$ cat config.mk
export PLATFORM = sky130hd
export DESIGN_NAME = perf_counter_cmd_mux_flat
export DESIGN_NICKNAME = d
export VERILOG_FILES = /design/src/rtl/perf_counter_cmd_mux_if.sv /design/src/rtl/perf_counter_cmd_mux.sv /design/src/flat_wrapper.sv
export SDC_FILE = /design/constraint.sdc
export NUM_CORES = 1
export LEC_CHECK = 0
export ABC_CLOCK_PERIOD_IN_PS = 2400
export BUFFER_PORTS_ARGS = -buffer_cell sky130_fd_sc_hd__buf_2
export CORE_MARGIN = 10
export CORE_UTILIZATION = 53
export DETAILED_ROUTE_END_ITERATION = 16
export GPL_TIMING_DRIVEN = 0
export HOLD_SLACK_MARGIN = 0.12
export MAX_ROUTING_LAYER = met4
export PLACE_DENSITY_LB_ADDON = 0.1
export SYNTH_ARGS = -nofsm -noshare
export SYNTH_HDL_FRONTEND = slang
export SYNTH_SLANG_ARGS = --single-unit
$ cat constraint.sdc
create_clock -name clk -period 2.4 [get_ports clk]
set_input_delay 0.6 -clock clk [delete_from_list [all_inputs] [get_ports clk]]
set_output_delay 0.6 -clock clk [all_outputs]
set_load 0.005 [all_outputs]
$ cat src/rtl/perf_counter_cmd_mux_if.sv
// Command/response and counter-slave bus bundle for perf_counter_cmd_mux.
// The "slave" modport is the mux itself: it accepts requester commands and
// drives the counter bus. The "master" modport is the environment, which
// plays both the requesters and the counter slave that returns av_readdata.
interface perf_counter_cmd_mux_if;
  // requester side, 4 ports packed as 1 bit (valid/ready) or 2 bits (op/sec) each
  logic [3:0]  req_valid;
  logic [7:0]  req_op;
  logic [7:0]  req_sec;
  logic [3:0]  req_ready;
  // READ response
  logic        rsp_valid;
  logic [1:0]  rsp_port;
  logic [63:0] rsp_time;
  logic [31:0] rsp_events;
  logic        busy;
  // counter slave bus
  logic [3:0]  av_address;
  logic        av_write;
  logic        av_begintransfer;
  logic [31:0] av_writedata;
  logic [31:0] av_readdata;

  modport slave (
    input  req_valid, req_op, req_sec, av_readdata,
    output req_ready, rsp_valid, rsp_port, rsp_time, rsp_events, busy,
           av_address, av_write, av_begintransfer, av_writedata
  );

  modport master (
    output req_valid, req_op, req_sec, av_readdata,
    input  req_ready, rsp_valid, rsp_port, rsp_time, rsp_events, busy,
           av_address, av_write, av_begintransfer, av_writedata
  );
endinterface

$ cat src/rtl/perf_counter_cmd_mux.sv
// Round-robin command mux: four requester ports share one counter slave.
// START/STOP/CLEAR_ALL become a single write; READ becomes a three-word read
// (time lo, time hi, events) returned as one response pulse. Every output
// comes straight from a flop.
module perf_counter_cmd_mux (
  input  logic                 clk,
  input  logic                 reset_n,
  perf_counter_cmd_mux_if.slave bus
);

  typedef enum logic [2:0] {
    S_IDLE, S_WR, S_RD0, S_RD1, S_RD2, S_RD3, S_RSP
  } state_t;

  localparam logic [1:0] OP_START = 2'b00;
  localparam logic [1:0] OP_STOP  = 2'b01;
  localparam logic [1:0] OP_CLR   = 2'b10;

  state_t      state_q;
  logic [1:0]  last_q;       // last granted port, round-robin pointer
  logic [1:0]  port_q;       // port being serviced
  logic [1:0]  sec_q;        // section being serviced
  logic [31:0] time_lo_q;
  logic [31:0] time_hi_q;

  logic [3:0]  req_ready_q;
  logic        rsp_valid_q;
  logic [1:0]  rsp_port_q;
  logic [63:0] rsp_time_q;
  logic [31:0] rsp_events_q;
  logic        busy_q;
  logic [3:0]  av_address_q;
  logic        av_write_q;
  logic        av_begintransfer_q;
  logic [31:0] av_writedata_q;

  logic        gnt_found;
  logic [1:0]  gnt_idx;
  logic [1:0]  gnt_op;
  logic [1:0]  gnt_sec;

  // Round-robin pick: scan from last_q+1 upward (wrapping), first valid wins.
  always_comb begin
    gnt_found = 1'b0;
    gnt_idx   = last_q;
    for (int k = 0; k < 4; k++) begin
      if (!gnt_found && bus.req_valid[last_q + 2'd1 + 2'(k)]) begin
        gnt_found = 1'b1;
        gnt_idx   = last_q + 2'd1 + 2'(k);
      end
    end
    gnt_op  = bus.req_op[{gnt_idx, 1'b0} +: 2];
    gnt_sec = bus.req_sec[{gnt_idx, 1'b0} +: 2];
  end

  // Command FSM; outputs are set one state ahead so they appear registered
  // in the cycle of the state they belong to.
  always_ff @(posedge clk or negedge reset_n) begin
    if (!reset_n) begin
      state_q            <= S_IDLE;
      last_q             <= 2'd3;
      port_q             <= '0;
      sec_q              <= '0;
      time_lo_q          <= '0;
      time_hi_q          <= '0;
      req_ready_q        <= '0;
      rsp_valid_q        <= 1'b0;
      rsp_port_q         <= '0;
      rsp_time_q         <= '0;
      rsp_events_q       <= '0;
      busy_q             <= 1'b0;
      av_address_q       <= '0;
      av_write_q         <= 1'b0;
      av_begintransfer_q <= 1'b0;
      av_writedata_q     <= '0;
    end else begin
      // single-cycle pulses default low
      req_ready_q        <= '0;
      rsp_valid_q        <= 1'b0;
      av_write_q         <= 1'b0;
      av_begintransfer_q <= 1'b0;
      case (state_q)
        S_IDLE: begin
          if (gnt_found) begin
            last_q      <= gnt_idx;
            port_q      <= gnt_idx;
            sec_q       <= gnt_sec;
            req_ready_q <= 4'b0001 << gnt_idx;
            busy_q      <= 1'b1;
            case (gnt_op)
              OP_START: begin
                av_address_q       <= {gnt_sec, 2'b01};
                av_writedata_q     <= 32'd0;
                av_write_q         <= 1'b1;
                av_begintransfer_q <= 1'b1;
                state_q            <= S_WR;
              end
              OP_STOP: begin
                av_address_q       <= {gnt_sec, 2'b00};
                av_writedata_q     <= 32'd0;
                av_write_q         <= 1'b1;
                av_begintransfer_q <= 1'b1;
                state_q            <= S_WR;
              end
              OP_CLR: begin
                // global clear lives in section 0's control word; sec ignored
                av_address_q       <= 4'd0;
                av_writedata_q     <= 32'd1;
                av_write_q         <= 1'b1;
                av_begintransfer_q <= 1'b1;
                state_q            <= S_WR;
              end
              default: begin
                av_address_q <= {gnt_sec, 2'b00};
                state_q      <= S_RD0;
              end
            endcase
          end
        end
        S_WR: begin
          busy_q  <= 1'b0;
          state_q <= S_IDLE;
        end
        S_RD0: begin
          av_address_q <= {sec_q, 2'b01};
          state_q      <= S_RD1;
        end
        S_RD1: begin
          // slave data lags address by one cycle: this is word 4*sec
          time_lo_q    <= bus.av_readdata;
          av_address_q <= {sec_q, 2'b10};
          state_q      <= S_RD2;
        end
        S_RD2: begin
          time_hi_q <= bus.av_readdata;
          state_q   <= S_RD3;
        end
        S_RD3: begin
          rsp_valid_q  <= 1'b1;
          rsp_port_q   <= port_q;
          rsp_time_q   <= {time_hi_q, time_lo_q};
          rsp_events_q <= bus.av_readdata;
          state_q      <= S_RSP;
        end
        S_RSP: begin
          busy_q  <= 1'b0;
          state_q <= S_IDLE;
        end
        default: begin
          busy_q  <= 1'b0;
          state_q <= S_IDLE;
        end
      endcase
    end
  end

  assign bus.req_ready        = req_ready_q;
  assign bus.rsp_valid        = rsp_valid_q;
  assign bus.rsp_port         = rsp_port_q;
  assign bus.rsp_time         = rsp_time_q;
  assign bus.rsp_events       = rsp_events_q;
  assign bus.busy             = busy_q;
  assign bus.av_address       = av_address_q;
  assign bus.av_write         = av_write_q;
  assign bus.av_begintransfer = av_begintransfer_q;
  assign bus.av_writedata     = av_writedata_q;

endmodule

$ cat src/flat_wrapper.sv
// flat-port wrapper written by rule: the top's interface ports become plain ports
module perf_counter_cmd_mux_flat 
  (clk, reset_n, bus_req_valid, bus_req_op, bus_req_sec, bus_av_readdata, bus_req_ready, bus_rsp_valid, bus_rsp_port, bus_rsp_time, bus_rsp_events, bus_busy, bus_av_address, bus_av_write, bus_av_begintransfer, bus_av_writedata);
  perf_counter_cmd_mux_if bus_i ();
  input  logic clk;
  input  logic reset_n;
  input wire logic [$bits(bus_i.req_valid)-1:0] bus_req_valid;
  input wire logic [$bits(bus_i.req_op)-1:0] bus_req_op;
  input wire logic [$bits(bus_i.req_sec)-1:0] bus_req_sec;
  input wire logic [$bits(bus_i.av_readdata)-1:0] bus_av_readdata;
  output wire logic [$bits(bus_i.req_ready)-1:0] bus_req_ready;
  output wire logic [$bits(bus_i.rsp_valid)-1:0] bus_rsp_valid;
  output wire logic [$bits(bus_i.rsp_port)-1:0] bus_rsp_port;
  output wire logic [$bits(bus_i.rsp_time)-1:0] bus_rsp_time;
  output wire logic [$bits(bus_i.rsp_events)-1:0] bus_rsp_events;
  output wire logic [$bits(bus_i.busy)-1:0] bus_busy;
  output wire logic [$bits(bus_i.av_address)-1:0] bus_av_address;
  output wire logic [$bits(bus_i.av_write)-1:0] bus_av_write;
  output wire logic [$bits(bus_i.av_begintransfer)-1:0] bus_av_begintransfer;
  output wire logic [$bits(bus_i.av_writedata)-1:0] bus_av_writedata;
  assign bus_i.req_valid = bus_req_valid;
  assign bus_i.req_op = bus_req_op;
  assign bus_i.req_sec = bus_req_sec;
  assign bus_i.av_readdata = bus_av_readdata;
  assign bus_req_ready = bus_i.req_ready;
  assign bus_rsp_valid = bus_i.rsp_valid;
  assign bus_rsp_port = bus_i.rsp_port;
  assign bus_rsp_time = bus_i.rsp_time;
  assign bus_rsp_events = bus_i.rsp_events;
  assign bus_busy = bus_i.busy;
  assign bus_av_address = bus_i.av_address;
  assign bus_av_write = bus_i.av_write;
  assign bus_av_begintransfer = bus_i.av_begintransfer;
  assign bus_av_writedata = bus_i.av_writedata;
  perf_counter_cmd_mux u_core (.clk(clk), .reset_n(reset_n), .bus(bus_i));
endmodule
=== After elaboration in Yosys (flattened, before gate mapping) ===
Index checks and enable logic that the tools add are counted.

* Output and inout port bits: 142
* Register bits: 214
* Bits of input ports: 54
* Logic and storage cells: 82

* Reductions and logical operators: 17
* Order comparisons: 4
* Add/sub/neg operators: 4
* Shift-type cells: 3
* Mux-type cells: 31
* Bitwise operators: 1
* Equality and inequality tests: 7

{| class="wikitable"
|+ Operators by type and width
! cell !! number
|-
| 32-bit case mux with 2 select lines || 1
|-
| 8-bit by 4-bit variable part select with 2-bit output || 2
|-
| 3-bit case mux with 5 select lines || 1
|-
| 1-bit two-way mux || 13
|-
| 2-bit by 3-bit < comparator with 1-bit output, second input constant || 4
|-
| 4-bit two-way mux || 3
|-
| 4-bit case mux with 3 select lines || 1
|-
| 2-bit two-way mux || 5
|-
| 1-bit binary-select mux with 2-bit select || 4
|-
| 4-bit case mux with 2 select lines || 1
|-
| 3-bit by 2-bit equality test with 1-bit output, second input constant || 2
|-
| 3-bit equality test, second input constant || 2
|-
| 2-bit AND reduction || 3
|-
| 2-bit by 1-bit adder with 2-bit output, second input constant || 2
|-
| 2-bit adder, second input constant || 2
|-
| 4-bit OR reduction || 1
|-
| 1-bit by 2-bit << shifter with 4-bit output, first input constant || 1
|-
| 1-bit logical AND || 3
|-
| 1-bit logical NOT || 3
|-
| 3-bit logical NOT || 1
|-
| 3-bit two-way mux || 1
|-
| 3-bit AND reduction || 1
|-
| 3-bit nonzero test || 1
|-
| 3-bit OR reduction || 1
|-
| 8 further kinds || 8
|}

=== Logic depth before layout (Yosys ltp) ===
Gate-level depths: netlist of the first run.

* Depth in word-level cells: 19
* Mapped depth: 8
* Mapped depth without buffers: 6

=== Worst setup path before layout of the first run ===
No wires, ideal clock.

* Path kind: flip-flop to flip-flop
* Start: register u_core.last_q[1]
* End: register u_core.state_q[0]
* Required time: 2.276 ns
* Path buffers: 1
* Slack: 0.370 ns
* Arrival time: 1.906 ns
* Library setup time: 0.124 ns
* Stages on the path, launching flop included: 8
* Period minus slack after synthesis: 2.030 ns
* Cells stage by stage: dfstp_2 -> buf_6 -> mux2i_1 -> nor2_1 -> nor3_4 -> mux2i_1 -> a21oi_1 -> or2_1

* Cells in the longest elaborated chain, start to end: 19
* Elaborated cells between the ends (all ways): 35
* Those cells by class: 4 x add/sub; 3 x eq/ne; 1 x shift; 19 x mux; 8 x reduce/logical

{| class="wikitable"
|+ RTL lines
! item !! line !! text
|-
| start, declared || perf_counter_cmd_mux.sv:20 || <nowiki>logic [1:0] last_q;</nowiki>
|-
| start signal, assigned || perf_counter_cmd_mux.sv:85 || <nowiki>last_q <= gnt_idx;</nowiki>
|-
| parallel branches: the longest is 19 deep, another holds 2-bit by 1-bit adder with 2-bit output || - ||
|-
| end signal, assigned || perf_counter_cmd_mux.sv:96 || <nowiki>state_q <= S_WR;</nowiki>
|-
| end signal, assigned || perf_counter_cmd_mux.sv:103 || <nowiki>state_q <= S_WR;</nowiki>
|-
| end signal, assigned || perf_counter_cmd_mux.sv:111 || <nowiki>state_q <= S_WR;</nowiki>
|-
| end, declared || perf_counter_cmd_mux.sv:19 || <nowiki>state_t state_q;</nowiki>
|}

Several ways; the timed one is not identified. The select of a mux whose other input is x is not followed.
A chain may end at the register's enable or synchronous reset.

=== Worst setup path after layout of the first run ===
* Start: register u_core.state_q[1]
* End: register u_core.rsp_time_q[24] (netlist: u_core.bus.rsp_time[24])

* Cells in the longest elaborated chain, start to end: 1

{| class="wikitable"
|+ RTL lines
! item !! line !! text
|-
| start signal, assigned || perf_counter_cmd_mux.sv:60 || <nowiki>state_q <= S_IDLE;</nowiki>
|-
| start signal, assigned || perf_counter_cmd_mux.sv:96 ||
|-
| start signal, assigned || perf_counter_cmd_mux.sv:103 ||
|-
| 3-bit equality test || perf_counter_cmd_mux.sv:82 || <nowiki>case (state_q)</nowiki>
|-
| end signal, assigned || perf_counter_cmd_mux.sv:141 || <nowiki>rsp_time_q <= {time_hi_q, time_lo_q};</nowiki>
|-
| end, declared || perf_counter_cmd_mux.sv:29 || <nowiki>logic [63:0] rsp_time_q;</nowiki>
|}

Every way passes these cells.

==> impl_metrics.env, run 1 <==
export IMPL_slowest_stage="buf_1"
export IMPL_gp_congestion=0.785
export IMPL_drt_wl_total_um=18500
export IMPL_cp_end_kind="register"
export IMPL_cap_violations=0
export IMPL_path_clk_slew_ns=0.07
export IMPL_rsz0062_at_grt="false"
export IMPL_min_period_over_period=0.931
export IMPL_maxSlewViolCount=0
export IMPL_die_area_um2=19200
export IMPL_start_kind="register"
export IMPL_crit_buf_inv=4
export IMPL_slowest_delay_ns=0.45
export IMPL_grt_usage=0.197
export IMPL_first_pass_iters=5
export IMPL_final_util=0.672
export IMPL_yosys_top_cells_area="dfrtp_1, nand2_1, mux2_2"
export IMPL_crit_path_start="u_core.state_q[1]"
export IMPL_yosysWarnings=0
export IMPL_place_ws_ns=0.0426
export IMPL_required_ns=2.76
export IMPL_cts_root_buf="clkbuf_16"
export IMPL_leakage_nw=5.04
export IMPL_cts_buffer_depth=2
export IMPL_first_iter_violations=337
export IMPL_maxSlewHeadroom=0.505
export IMPL_nFillCells=1109
export IMPL_path_class="reg2reg"
export IMPL_die_w_um=138
export IMPL_final_area_um2=9290
export IMPL_synth_largest_area_cell="dfrtp_1"
export IMPL_syn_inst=709
export IMPL_vias_per_cell=4.91
export IMPL_n_antenna_cell=0
export IMPL_final_nets=983
export IMPL_netlist_area_um2=7440
export IMPL_timing_fmax_ghz=0.447
export IMPL_path_cells="clkbuf_1 -> inv_1 -> nand3_1 -> buf_2 -> buf_1 -> nand2_1 -> nand2_1"
export IMPL_final_antenna_net_count=0
export IMPL_cts_buffers=17
export IMPL_hold_ws_ns=0.142
export IMPL_cp_max_fo=10
export IMPL_placementRows=43
export IMPL_ctsHoldBuffers=0
export IMPL_synth_top_area_share=0.609
export IMPL_dp_hpwl_um=13300
export IMPL_hold_viol=0
export IMPL_grt_max_degree=103
export IMPL_syn_to_final_growth_pct=24.9
export IMPL_vias=5499
export IMPL_p_total_w=0.0116
export IMPL_grt_antenna_before_repair=0
export IMPL_drc=0
export IMPL_finalSetupViolCount=0
export IMPL_start_util=0.538
export IMPL_io_pin_count=196
export IMPL_grt_pass1_vias=5793
export IMPL_post_cts_setup_buffer_count=0
export IMPL_port_buffers=164
export IMPL_ys_seq_area_frac=0.616
export IMPL_ys_types=40
export IMPL_core_um2=13800
export IMPL_grt_pass1_wl_um=29800
export IMPL_clock_latency_ns=0.42
export IMPL_syn_avg_cell_area_um2=10.5
export IMPL_cts_sinks=183
export IMPL_drive_above_1_share=0.333
export IMPL_cts_tree="done"
export IMPL_r2r_start="u_core.state_q[1]"
export IMPL_status="finished, final reports clean"
export IMPL_placed_cell_area_um2=8630
export IMPL_worst_clock_skew_ns=0.00401
export IMPL_postLayoutSetupSlackWorst_ns=0.165
export IMPL_wl_per_cell_um=16.5
export IMPL_min_period_ns=2.24
export IMPL_arrival_ns=2.60
export IMPL_cp_common_cell="nand2_1"
export IMPL_cts_resized=0
export IMPL_htreeDepth=4
export IMPL_die_h_um=138
export IMPL_worstMarginPinSlew_ns=0.737
export IMPL_hp_class="in2async"
export IMPL_ys_ff_latch=183
export IMPL_crit_family="buffers and inverters"
export IMPL_ir_drop_mv=0.565
export IMPL_grt_overflow_total=0
export IMPL_powerDensity_nw_per_um2=1250
==> final timing paths <==
check / endpoint / slack, ns / cells after the start
max in group asynchronous: u_core.time_lo_q[5] / 1.35 / 2
min in group clk: u_core.bus.rsp_events[1] / 0.39 / 3
min: u_core.bus.rsp_events[3] / 0.14 / 1
max: u_core.bus.rsp_time[24] / 0.16 / 7
max reg2reg: u_core.bus.rsp_time[24] / 0.16 / 7
min reg2reg: u_core.bus.rsp_time[54] / 0.46 / 2
==> Yosys cell counts (all sizes together) <==
master and number:
a21o 2, a31oi 2, buf 53, nand3b 1, nor3 7, o22a 1, o21ai 6, mux2i 14
nor3b 3, ha 2, dfstp 2, or4 1, inv 5, nand3 4, nor4 1, or2 2
clkbuf 12, nor2b 2, mux2 64, nand2 314, nand2b 3, o31a 1, xnor2 1, a21oi 8
dfrtp 181, or3 1, nor2 15, conb 1
==> metrics by stage <==
step | setup TNS [ns] | cells
after floorplan | 0 | 739
after global placement | -370.46 | 1083
after detailed placement | 0 | 1084
after CTS | 0 | 1116
after global routing | 0 | 1120
final | 0 | 1120
==> report_power, final <==
| part | internal [W] | switching (W) |
|---|---|---|
| logic | 0.00177 | 0.00175 |
| clock network | 0.00175 | 0.00118 |
| registers | 0.00447 | 0.000730 |
==> routing by layer <==
layer | up-vias | GRT usage | share of wire
met5 | - | - | 0
met2 | 160 | 0.318 | 0.49
li1 | 2628 | - | -
met1 | 2689 | 0.240 | 0.44
met4 | 0 | 0.0583 | 0.013
met3 | 22 | 0.0510 | 0.055
==> flip-flops by register name, indices dropped and copies added (netlist names), 2 cells and up <==
signal                 cells
u_core.bus.rsp_time       64
u_core.bus.rsp_events     32
u_core.time_hi_q          32
u_core.time_lo_q          32
u_core.bus.av_address      4
u_core.bus.req_ready       4
u_core.state_q             3
u_core.bus.rsp_port        2
u_core.last_q              2
u_core.port_q              2
u_core.sec_q               2
==> layout by cell type (no fill, tap or decap), types with 4 or more instances in the layout <==
cell type,instances
conb_1,31
buf_2,168
mux2_2,61
nand3_1,4
a21oi_1,8
nor2_1,15
dfrtp_1,181
inv_1,4
nand2_1,314
bufinv_16,4
nor3_1,5
clkbuf_16,17
buf_4,37
mux2i_1,13
clkbuf_1,12
buf_1,12
==> kinds of logic (layout without fill, tap and decap cells) <==
| kind of cell | Yosys count | in the layout | share of synthesized area |
|---|---|---|---|
| adders and majority gates | 2 | 2 | 0.00336 |
| other | 1 | 31 | 0.000504 |
| muxes | 78 | 78 | 0.116 |
| and+or+nand+nor | 354 | 354 | 0.189 |
| DFF | 183 | 183 | 0.616 |
| buffers and inverters | 70 | 271 | 0.0559 |
| AOI/OAI and AO/OA | 20 | 20 | 0.0175 |
| xor gates and xnor gates | 1 | 1 | 0.00118 |
==> cell type report <==
class                           instances  area, um2  share of cell area
Timing Repair Buffer                  169        888              0.0956
Sequential cell                       183       4580               0.493
Clock buffer                           17        425              0.0458
Clock inverter                         15        201              0.0217
Inverter                                5       18.8             0.00202
Buffer                                 65        397              0.0427
Multi-Input combinational cell        486       2550               0.275
Tap cell                              180        225              0.0242
==> worst reg2reg max path, cell delays in order, from the launching register on <==
cell and delay [ns]:
dfrtp_1 0.35, clkbuf_1 0.35, inv_1 0.15, nand3_1 0.33, buf_2 0.34, buf_1 0.45, nand2_1 0.13, nand2_1 0.08
Power figures use the tool's default switching activity.
==> run 2: changes to the inputs <==
Settings changed: ABC_CLOCK_PERIOD_IN_PS 2400 to 1950, CORE_UTILIZATION 53 to 48.
Clock period 2.4 ns to 1.95 ns, I/O delays scaled along.
==> impl_metrics.env, run 2 (synthesis gave the netlist of run 1 again) <==
export IMPL_rsz0062_at_grt="true"
export IMPL_maxSlewHeadroom=0.434
export IMPL_start_util=0.489
export IMPL_cts_root_buf="clkbuf_16"
export IMPL_p_int_w=0.0101
export IMPL_drive_above_1_share=0.373
export IMPL_core_um2=15200
export IMPL_port_buffers=164
export IMPL_grt_antenna_before_repair=0
export IMPL_cts_buffers=17
export IMPL_cts_tree="done"
export IMPL_hold_ws_ns=0.282
export IMPL_grt_pass1_wl_um=30100
export IMPL_cts_sinks=183
export IMPL_switching_share=0.318
export IMPL_placed_cell_area_um2=8640
export IMPL_path_clk_slew_ns=0.07
export IMPL_path_class="reg2reg"
export IMPL_drc=0
export IMPL_grt_overflow_total=0
export IMPL_start_kind="register"
export IMPL_r2r_start="u_core.last_q[1]"
export IMPL_rrSetupSlack_ns=-0.07
export IMPL_violations="setup timing"
export IMPL_first_pass_iters=4
export IMPL_min_period_over_period=1.04
export IMPL_required_ns=2.27
export IMPL_maxSlewViolCount=0
export IMPL_worstMarginPinSlew_ns=0.841
export IMPL_powerDensity_nw_per_um2=1560
export IMPL_holdPathStages=3
export IMPL_finalSetupTns_ns=-0.262
export IMPL_hp_class="in2reg"
export IMPL_seqPwrFrac=0.432
export IMPL_gp_congestion=0.837
export IMPL_min_period_ns=2.02
export IMPL_cp_max_fo=5
export IMPL_vias_per_cell=4.81
export IMPL_vias=5465
export IMPL_hold_path_startpoint="bus_av_readdata[14]"
export IMPL_die_h_um=144
export IMPL_final_nets=990
export IMPL_status="finished, violations left"
export IMPL_reg2reg_depth=7
export IMPL_arrival_ns=2.33
export IMPL_worst_clock_skew_ns=0.00865
export IMPL_finalSetupViolCount=6
export IMPL_power_frac_clock=0.248
export IMPL_final_area_um2=9500
export IMPL_largest_register_ff_count=64
export IMPL_drt_wl_total_um=19000
export IMPL_nFillCells=1310
export IMPL_first_iter_violations=204
export IMPL_leakage_nw=5.15
export IMPL_hold_end="u_core.bus.rsp_events[14]"
export IMPL_postLayoutSetupSlackWorst_ns=-0.0695
export IMPL_dp_hpwl_um=13600
export IMPL_die_area_um2=20900
export IMPL_hold_viol=0
export IMPL_cp_end_kind="register"
export IMPL_final_cell_mix="nand2_1, dfrtp_1, buf_2"
export IMPL_r2r_end="u_core.state_q[0]"
export IMPL_clock_latency_ns=0.43
export IMPL_grt_max_degree=101
export IMPL_die_w_um=144
export IMPL_comb_power_share=0.320
export IMPL_final_antenna_net_count=0
export IMPL_cap_violations=0
export IMPL_n_antenna_cell=0
export IMPL_grt_pass1_vias=5789
export IMPL_grt_usage=0.190
export IMPL_wl_per_cell_um=16.8
export IMPL_switchingPower_w=0.00471
export IMPL_timing_fmax_ghz=0.495
export IMPL_htreeDepth=4
export IMPL_cts_buffer_depth=2
export IMPL_ir_drop_mv=0.784
export IMPL_syn_to_final_growth_pct=27.8
export IMPL_io_pin_count=196
export IMPL_placementRows=45
export IMPL_final_common_cell="nand2_1"
==> run 2: per-layer routing <==
metal	share of wire	up-vias	track usage
met3	0.058	20	0.0456
met1	0.42	2669	0.227
met4	0.014	0	0.0638
li1	-	2641	-
met2	0.50	135	0.311
met5	0	-	-
==> run 2: power groups by stage <==
stage               clock, W  sequential, W  combinational [W]
floorplan                  0        0.00636            0.00252
global placement           0        0.00633            0.00421
detailed placement         0        0.00642            0.00437
CTS                  0.00374        0.00638            0.00474
global route         0.00389        0.00660            0.00533
finish               0.00367        0.00639            0.00474
==> run 2: worst max-delay path by stage <==
stage	from	endpoint	slack, ns	cells after the start
after global routing	u_core.last_q[1]	u_core.state_q[0]	-0.17	7
after detailed placement	u_core.state_q[1]	u_core.bus.rsp_events[2]	-0.37	7
after CTS	u_core.last_q[1]	u_core.state_q[1]	-0.17	10
after global placement	reset_n	u_core.time_lo_q[25]	-2.39	1
final	u_core.last_q[1]	u_core.state_q[0]	-0.07	7
after floorplan	u_core.last_q[1]	u_core.state_q[0]	-0.03	7
==> run 2: layout make-up <==
class                           count  area, um2  area share
Buffer                             63        400      0.0421
Tap cell                          188        235      0.0248
Timing Repair Buffer              178        973       0.102
Inverter                            5       18.8     0.00198
Clock buffer                       18        429      0.0452
Multi-Input combinational cell    486       2670       0.281
Sequential cell                   183       4580       0.482
Clock inverter                     14        194      0.0204
==> run 2: per-stage QoR <==
stage,std cells,utilization,power [W],worst slack (ns)
5_1_grt,1135,0.625,0.0158,-0.169
3_3_place_gp,1091,0.566,0.0105,-2.39
2_1_floorplan,739,-,0.00888,-0.0306
6_report,1135,0.625,0.0148,-0.0695
4_1_cts,1134,0.621,0.0149,-0.172
3_5_place_dp,1092,0.568,0.0108,-0.371
==> run 2: what timing repair did <==
item                                    in CTS  in global routing
setup buffers                               10                  5
hold endpoints to repair                    81                  0
hold buffers                                 1                  0
endpoints found under the setup margin     165                 24
pin swaps                                    9                  6
gates resized for setup                     32                 15
==> run 2: critical path, cell delays in order (launching register included) <==
cell     delay, ns
dfstp_2       0.57
mux2i_1       0.23
nor2_2        0.07
nor3_4        0.23
buf_6         0.15
mux2i_4       0.33
a21oi_2       0.10
or2_1         0.21
==> run 3: changes to the inputs <==
Settings changed: CELL_PAD_IN_SITES_DETAIL_PLACEMENT from default to 0, CELL_PAD_IN_SITES_GLOBAL_PLACEMENT from default to 1, CORE_UTILIZATION 48 to 36.
==> impl_metrics.env, run 3 (synthesis gave the netlist of run 1 again) <==
export IMPL_final_antenna_net_count=0
export IMPL_start_util=0.366
export IMPL_finalSetupViolCount=7
export IMPL_largest_register_ff_count=64
export IMPL_cap_violations=0
export IMPL_io_pin_count=196
export IMPL_die_h_um=164
export IMPL_path_clk_slew_ns=0.07
export IMPL_start_kind="register"
export IMPL_final_cells=1221
export IMPL_final_cell_mix="nand2_1, dfrtp_1, buf_2"
export IMPL_die_area_um2=26800
export IMPL_vias=5457
export IMPL_cts_sinks=183
export IMPL_maxSlewHeadroom=0.573
export IMPL_final_nets=993
export IMPL_min_period_ns=2.08
export IMPL_cp_end_kind="register"
export IMPL_hold_viol=0
export IMPL_grt_overflow_total=0
export IMPL_drive_above_1_share=0.373
export IMPL_placed_cell_area_um2=8740
export IMPL_timing_fmax_ghz=0.480
export IMPL_port_buffers=164
export IMPL_grt_max_degree=103
export IMPL_min_period_over_period=1.07
export IMPL_vias_per_cell=4.47
export IMPL_core_um2=20300
export IMPL_cts_root_buf="clkbuf_16"
export IMPL_powerDensity_nw_per_um2=1520
export IMPL_p_total_w=0.0146
export IMPL_final_common_cell="nand2_1"
export IMPL_hp_class="in2reg"
export IMPL_postLayoutSetupSlackWorst_ns=-0.132
export IMPL_drt_wl_total_um=20100
export IMPL_die_w_um=164
export IMPL_placementRows=52
export IMPL_grt_pass1_wl_um=31300
export IMPL_rsz0062_at_grt="true"
export IMPL_wl_per_cell_um=16.5
export IMPL_grt_usage=0.154
export IMPL_worstMarginPinSlew_ns=0.640
export IMPL_finalSetupTns_ns=-0.603
export IMPL_path_class="reg2reg"
export IMPL_clock_latency_ns=0.42
export IMPL_leakage_nw=5.14
export IMPL_htreeDepth=4
export IMPL_dp_hpwl_um=14500
export IMPL_grt_antenna_before_repair=1
export IMPL_violations="setup timing"
export IMPL_dpl_cell_count=1174
export IMPL_ir_drop_mv=0.672
export IMPL_first_iter_violations=273
export IMPL_required_ns=2.30
export IMPL_cts_buffer_depth=2
export IMPL_cp_max_fo=8
export IMPL_drc=0
export IMPL_cts_buffers=17
export IMPL_first_pass_iters=5
export IMPL_cts_tree="done"
export IMPL_grt_pass1_vias=5749
export IMPL_gp_congestion=0.771
export IMPL_final_area_um2=9620
export IMPL_status="finished, violations left"
export IMPL_arrival_ns=2.44
export IMPL_syn_to_final_growth_pct=29.3
export IMPL_worst_clock_skew_ns=0.00714
export IMPL_maxSlewViolCount=0
-- run 3: where the power goes --
part | total, W | switching, W | internal (W)
sequential | 0.00638 | 0.000870 | 0.00551
clock | 0.00338 | 0.00144 | 0.00194
combinational | 0.00485 | 0.00235 | 0.00251
total | 0.0146 | 0.00465 | 0.00995
-- run 3: stage by stage --
stage / hold slack (ns) / util / worst slack [ns]
2_1_floorplan: 0.192 / - / -0.0306
6_report: 0.290 / 0.474 / -0.132
3_5_place_dp: 0.446 / 0.431 / -0.380
3_3_place_gp: 0.443 / 0.429 / -2.50
5_1_grt: 0.276 / 0.474 / -0.219
4_1_cts: 0.273 / 0.465 / -0.161
-- run 3: layout make-up --
type,count,area (um2)
diodes,1,2.50
plain buffers,63,417
clock buffers,23,498
clock inverters,9,90.1
fillers,1993,10700
inverters,5,18.8
multi-input cells,486,2660
flip-flops and latches,183,4580
well taps,270,338
repair buffers,181,1000
-- run 3: worst max-delay path, stage by stage, from the launching register on --
cell and delay, ns:
dfstp_2 0.53, buf_6 0.12, nand2_1 0.07, a21oi_2 0.20, nor3_4 0.07, buf_12 0.14
buf_4 0.13, or4_4 0.43, a31oi_4 0.19, o31a_1 0.15
-- run 3: path summary, 6_finish.rpt --
| check | from | end | slack (ns) | depth (start not counted) |
|---|---|---|---|---|
| min reg2reg | u_core.time_hi_q[1] | u_core.bus.rsp_time[33] | 0.45 | 2 |
| max | u_core.last_q[1] | u_core.bus.av_address[0] | -0.13 | 9 |
| max in group asynchronous | reset_n | u_core.time_lo_q[14] | 0.39 | 3 |
| min in group asynchronous | reset_n | u_core.bus.rsp_time[34] | 0.64 | 2 |
| max reg2reg | u_core.last_q[1] | u_core.bus.av_address[0] | -0.13 | 9 |
| min | bus_av_readdata[16] | u_core.bus.rsp_events[16] | 0.29 | 3 |
-- run 3: layer usage --
layer	GRT usage	vias up	wire length [um]
met5	-	-	0
met4	0.0341	0	136
met3	0.0438	8	1180
met2	0.257	127	10100
met1	0.181	2680	8690
li1	-	2642	-
-- run 3: repair_timing --
item	CTS	global route
endpoints found under the hold margin	79	0
endpoints found under the setup margin	165	36
pin swaps	5	7
hold buffers	1	0
cloned	0	0
buffers inserted	7	8
resized for setup	21	25
